`config.mk`:
```
export PLATFORM = sky130hd
export DESIGN_NAME = irq_pending_arbiter
export DESIGN_NICKNAME = d
export VERILOG_FILES = /design/src/rtl/irq_pending_arbiter_pkg.sv /design/src/rtl/irq_pending_arbiter_prio_enc.sv /design/src/rtl/irq_pending_arbiter.sv
export SDC_FILE = /design/constraint.sdc
export NUM_CORES = 1
export LEC_CHECK = 0
export CAP_MARGIN = 25
export CORE_AREA = 2 2 52 54
export DETAILED_ROUTE_END_ITERATION = 10
export DIE_AREA = 0 0 54 56
export PLACE_DENSITY = 0.69
export SLEW_MARGIN = 15
export SYNTH_ARGS = -nofsm -noshare
export SYNTH_HDL_FRONTEND = slang
export SYNTH_SLANG_ARGS = --single-unit
```
`constraint.sdc`:
```
create_clock -name clk -period 4.4 [get_ports clk]
set_input_delay 1.32 -clock clk [delete_from_list [all_inputs] [get_ports clk]]
set_output_delay 1.32 -clock clk [all_outputs]
set_load 0.01 [all_outputs]
```
`src/rtl/irq_pending_arbiter_pkg.sv`:
```
// Shared widths, FSM encoding and helpers for the pending-interrupt arbiter.
package irq_pending_arbiter_pkg;

  localparam int IRQ_W = 8;
  localparam int ID_W  = 3;

  typedef enum logic [1:0] {
    IDLE  = 2'd0,
    SERVE = 2'd1,
    GAP   = 2'd2
  } state_t;

  // One-hot mask for a request index, used to clear the acknowledged bit.
  function automatic logic [IRQ_W-1:0] id_onehot(input logic [ID_W-1:0] id);
    logic [IRQ_W-1:0] one;
    one = {{(IRQ_W-1){1'b0}}, 1'b1};
    return one << id;
  endfunction

endpackage

```
`src/rtl/irq_pending_arbiter_prio_enc.sv`:
```
// 8-to-3 priority encoder: reports the highest set input index.
module priority_encoder_83
  import irq_pending_arbiter_pkg::*;
(
  input  logic [IRQ_W-1:0] req,
  output logic [ID_W-1:0]  idx,
  output logic             any
);

  // Scan upward so the highest set bit is the last one written.
  always_comb begin
    idx = '0;
    for (int i = 0; i < IRQ_W; i++) begin
      if (req[i]) idx = ID_W'(i);
    end
  end

  assign any = |req;

endmodule

```
`src/rtl/irq_pending_arbiter.sv`:
```
// Captures interrupt events into a pending register and presents them one at
// a time, highest index first, with a one-cycle gap after each acknowledge.
module irq_pending_arbiter
  import irq_pending_arbiter_pkg::*;
#(
  parameter int EDGE_MODE = 1
) (
  input  logic             clk,
  input  logic             rst_n,
  input  logic [IRQ_W-1:0] irq_in,
  input  logic [IRQ_W-1:0] mask,
  input  logic             irq_ack,
  input  logic             ovr_clr,
  output logic             irq_valid,
  output logic [ID_W-1:0]  irq_id,
  output logic [IRQ_W-1:0] pending,
  output logic             overrun
);

  state_t           state_reg, state_next;
  logic [IRQ_W-1:0] irq_q_reg;
  logic [IRQ_W-1:0] pending_reg, pending_next;
  logic             overrun_reg, overrun_next;
  logic [ID_W-1:0]  id_reg, id_next;

  logic [IRQ_W-1:0] event_vec;
  logic [IRQ_W-1:0] clear_vec;
  logic [IRQ_W-1:0] sel_req;
  logic [ID_W-1:0]  sel_idx;
  logic             sel_any;
  logic             ack_take;
  logic             ovr_cond;

  // Per-line event detection: rising edge against last cycle, or raw level.
  genvar gi;
  generate
    for (gi = 0; gi < IRQ_W; gi++) begin : g_event
      if (EDGE_MODE != 0) begin : g_edge
        assign event_vec[gi] = irq_in[gi] & ~irq_q_reg[gi];
      end else begin : g_level
        assign event_vec[gi] = irq_in[gi];
      end
    end
  endgenerate

  assign sel_req = pending_reg & mask;

  priority_encoder_83 u_prio (
    .req (sel_req),
    .idx (sel_idx),
    .any (sel_any)
  );

  // An acknowledge only counts while an ID is actually being presented.
  assign ack_take  = (state_reg == SERVE) && irq_ack;
  assign clear_vec = ack_take ? id_onehot(id_reg) : '0;

  // A fresh event on a bit that is still pending (and not being retired
  // this cycle) means an edge was lost; level mode never reports this.
  assign ovr_cond = (EDGE_MODE != 0) && (|(event_vec & pending_reg & ~clear_vec));

  // Pending and overrun update: set beats clear in both cases.
  always_comb begin
    pending_next = (pending_reg & ~clear_vec) | event_vec;
    overrun_next = overrun_reg;
    if (ovr_clr)  overrun_next = 1'b0;
    if (ovr_cond) overrun_next = 1'b1;
  end

  // State, sampled input, pending, overrun and presented ID registers.
  always_ff @(posedge clk or negedge rst_n) begin
    if (!rst_n) begin
      state_reg   <= IDLE;
      irq_q_reg   <= '0;
      pending_reg <= '0;
      overrun_reg <= 1'b0;
      id_reg      <= '0;
    end else begin
      state_reg   <= state_next;
      irq_q_reg   <= irq_in;
      pending_reg <= pending_next;
      overrun_reg <= overrun_next;
      id_reg      <= id_next;
    end
  end

  // Next-state logic; the ID is latched only when leaving IDLE so it stays
  // frozen for the whole presentation.
  always_comb begin
    state_next = state_reg;
    id_next    = id_reg;
    case (state_reg)
      IDLE: begin
        if (sel_any) begin
          id_next    = sel_idx;
          state_next = SERVE;
        end
      end
      SERVE: begin
        if (irq_ack) state_next = GAP;
      end
      GAP: begin
        state_next = IDLE;
      end
      default: begin
        state_next = IDLE;
      end
    endcase
  end

  // Outputs are pure functions of the registers.
  always_comb begin
    irq_valid = (state_reg == SERVE);
    irq_id    = id_reg;
    pending   = pending_reg;
    overrun   = overrun_reg;
  end

endmodule
```
==> results.yml <==
final_layout:
  final_common_cell: "clkdlybuf4s50_1"
  ff_latch_area_um2: 551
  multi_input_area_um2: 368
  fin_cells: 148
  syn2layout_area_growth_pct: 44.0
  fin_nets: 139
  drive_gt1_share_pct: 5.08
  final_cell_mix: "clkdlybuf4s50_1 (32), dfrtp_1 (22), nand2_1 (12)"
  num_antenna_cells: 0
  nFillCells: 225
  finish.instance_area_um2: 1340
critical_path:
  worst-setup-path-type: "register to primary output"
  start_kind: "register"
  endpoint_kind: "primary output"
  reg2reg_to: "overrun$_DFFE_PN0P_"
  critPathMaxFanout: 5
  timing.critical_path.buf_inv: 2
  worstPathArrival_ps: 1590
  path_delay_family: "buffers and inverters"
  critPathSlowestCell: "clkdlybuf4s50_1"
  ff2ff_setup_slack_ps: 2600
  max_stage_delay_ps: 530
  cp.required_ps: 3080
  path_cells: "nand2b_1 -> inv_1 -> clkdlybuf4s50_1"
  r2r_cells: 4
  r2r_start: "state_reg[1]$_DFFE_PN0P_"
grt:
  grt-ovfl-total: 0
  grt_pass1_vias: 787
  grt_max_degree: 23
  grt_pass1_wl_um: 3620
  antenna_found_initial: 0
  grt_use_total_pct: 16.3
floorplan:
  die_h_um: 56
  num_io_pins: 33
  die_area_um2: 3020
  coreArea_um2: 2430
  die-width_um: 54
  rows: 18
  floorplan.initialDensity_pct: 38.2
power:
  seqPwrFrac_pct: 46.1
  p_per_area_nw_per_um2: 483
  swShare_pct: 34.2
  p_comb_share_pct: 37.1
  p_sw_w: 0.000221
  power.share.clock_pct: 16.8
  finalPower_w: 0.000647
  peakVddDrop_mv: 0.231
  internal_power_w: 0.000426
  power_leakage_nw: 0.534
timing:
  fin_crit_ps: 2910
  setup_tns_ps: 0
  max_slew_margin_pct: 69.2
  hold_slack_ps: 490
  hold_viol_final: 0
  skew_ps: 1.76
  finalSetupViolations: 0
  rsz0062_at_grt: "false"
  period_share_pct: 66.2
  worst-slew-pin-transition_ps: 456
  slew_violations: 0
  max_freq_mhz: 343
placed_design:
  gp_congestion: 0.844
  portBuffers: 32
  placed_area_um2: 1290
  hpwl_um: 1760
  placed_cells: 143
yosys:
  synthesis.nets: 101
  avgSynthCellArea_um2: 11.5
  syn_area_um2: 930
  ys_seq_elements: 22
  netlist_instances: 81
  synth_cell_types: 30
  yosysSeqAreaShare_pct: 59.2
  ys_warn_count: 0
clock_network:
  ctsHoldBuffers: 0
  htree_levels: 1
  post_cts_buffers: 0
  clkLatencyLatePin_ps: 300
  clkSinkCount: 22
  cts_tree: "yes"
  cts_buffer_depth: 2
  ctsResizeCount: 0
  cts-root-buf: "clkbuf_4"
  numCtsBuffers: 3
  path_clk_slew_ps: 120
run:
  drv_cap: 0
detailed_routing:
  final_antenna_net_count: 0
  initialDrtViolationCount: 13
  dr.pass1.iters: 4
  route.vias.total: 791
  wl_per_cell_um: 15.6
  drc: 0
  drt-total-wl_um: 2310
  avgViaCountPerCell: 5.34
hold_path:
  min_path_type: "register to register"
  holdPathEnd: "pending[0]$_DFF_PN0_"
  hold_depth: 1
  holdCritStartpoint: "irq_q_reg[0]$_DFF_PN0_"
run_status:
  outcome: "finished, final reports clean"
area by class of cell:
class                           count  area share [%]
Clock buffer                        4            2.71
Multi-Input combinational cell     56            27.5
Sequential cell                    22            41.1
Inverter                            3           0.841
Tap cell                           30            2.80
Timing Repair Buffer               33            25.0
cell usage after synthesis:
cell / instances / area (um^2)
nor2b_1: 2 / 12.5
o211ai_1: 2 / 15.0
nand4b_1: 1 / 8.76
nand3b_1: 1 / 7.51
o31ai_1: 1 / 7.51
and3b_1: 1 / 8.76
mux2_1: 2 / 22.5
mux2i_1: 1 / 10.0
nand2b_1: 8 / 50.1
a311oi_2: 1 / 15.0
o32ai_1: 1 / 8.76
nand4bb_1: 1 / 11.3
o41ai_1: 2 / 17.5
a21oi_1: 1 / 5.00
o21ai_0: 4 / 20.0
nand3_1: 1 / 5.00
o22ai_1: 3 / 18.8
a22o_1: 1 / 8.76
inv_1: 3 / 11.3
nand2_1: 12 / 45.0
o21bai_1: 1 / 7.51
a22oi_1: 2 / 15.0
or4_1: 1 / 7.51
o21ai_1: 1 / 5.00
a21o_1: 1 / 7.51
a32oi_1: 1 / 8.76
dfrtp_1: 22 / 551
nor4_1: 1 / 6.26
and2_1: 1 / 6.26
or3_1: 1 / 6.26
how the worst max path moves through the flow:
stage | depth (start not counted) | startpoint | to
2_1_floorplan | 4 | irq_ack | overrun$_DFFE_PN0P_
3_3_place_gp | 5 | mask[4] | irq_id[0]$_DFFE_PN0P_
3_5_place_dp | 5 | irq_ack | overrun$_DFFE_PN0P_
4_1_cts | 3 | state_reg[1]$_DFFE_PN0P_ | irq_valid
5_1_grt | 3 | state_reg[1]$_DFFE_PN0P_ | irq_valid
6_report | 3 | state_reg[1]$_DFFE_PN0P_ | irq_valid
cells by family (layout without fill, tap and decap cells):
kind of cell | after synthesis | after routing | synth area share (%)
AO/OA/AOI/OAI | 22 | 22 | 17.2
flip-flops | 22 | 22 | 59.2
multiplexers | 3 | 3 | 3.50
buffers and inverters | 3 | 40 | 1.21
AND/OR/NAND/NOR | 31 | 31 | 18.8
stage by stage:
| stage | util, % | setup slack, ps |
|---|---|---|
| finish | 55.0 | 1490 |
| global route | 55.0 | 1410 |
| floorplan | - | 1950 |
| detailed placement | 52.9 | 1280 |
| global placement | 52.9 | 1320 |
| CTS | 54.4 | 1480 |
power by group through the flow:
stage / combinational, W / clock, W / sequential, W
2_1_floorplan: 0.000106 / 0 / 0.000299
3_3_place_gp: 0.000231 / 0 / 0.000298
6_report: 0.000240 / 0.000109 / 0.000298
5_1_grt: 0.000263 / 0.000121 / 0.000305
3_5_place_dp: 0.000238 / 0 / 0.000302
4_1_cts: 0.000239 / 0.000112 / 0.000298
per-layer routing:
| layer | share of wire (%) | GRT usage (%) | vias to the layer above |
|---|---|---|---|
| met1 | 42 | 20.7 | 389 |
| li1 | - | - | 374 |
| met4 | 1.6 | 6.43 | 0 |
| met3 | 4.3 | 1.61 | 4 |
| met2 | 52 | 27.5 | 24 |
| met5 | 0 | 0 | - |
(Power assumes the default switching activity.)
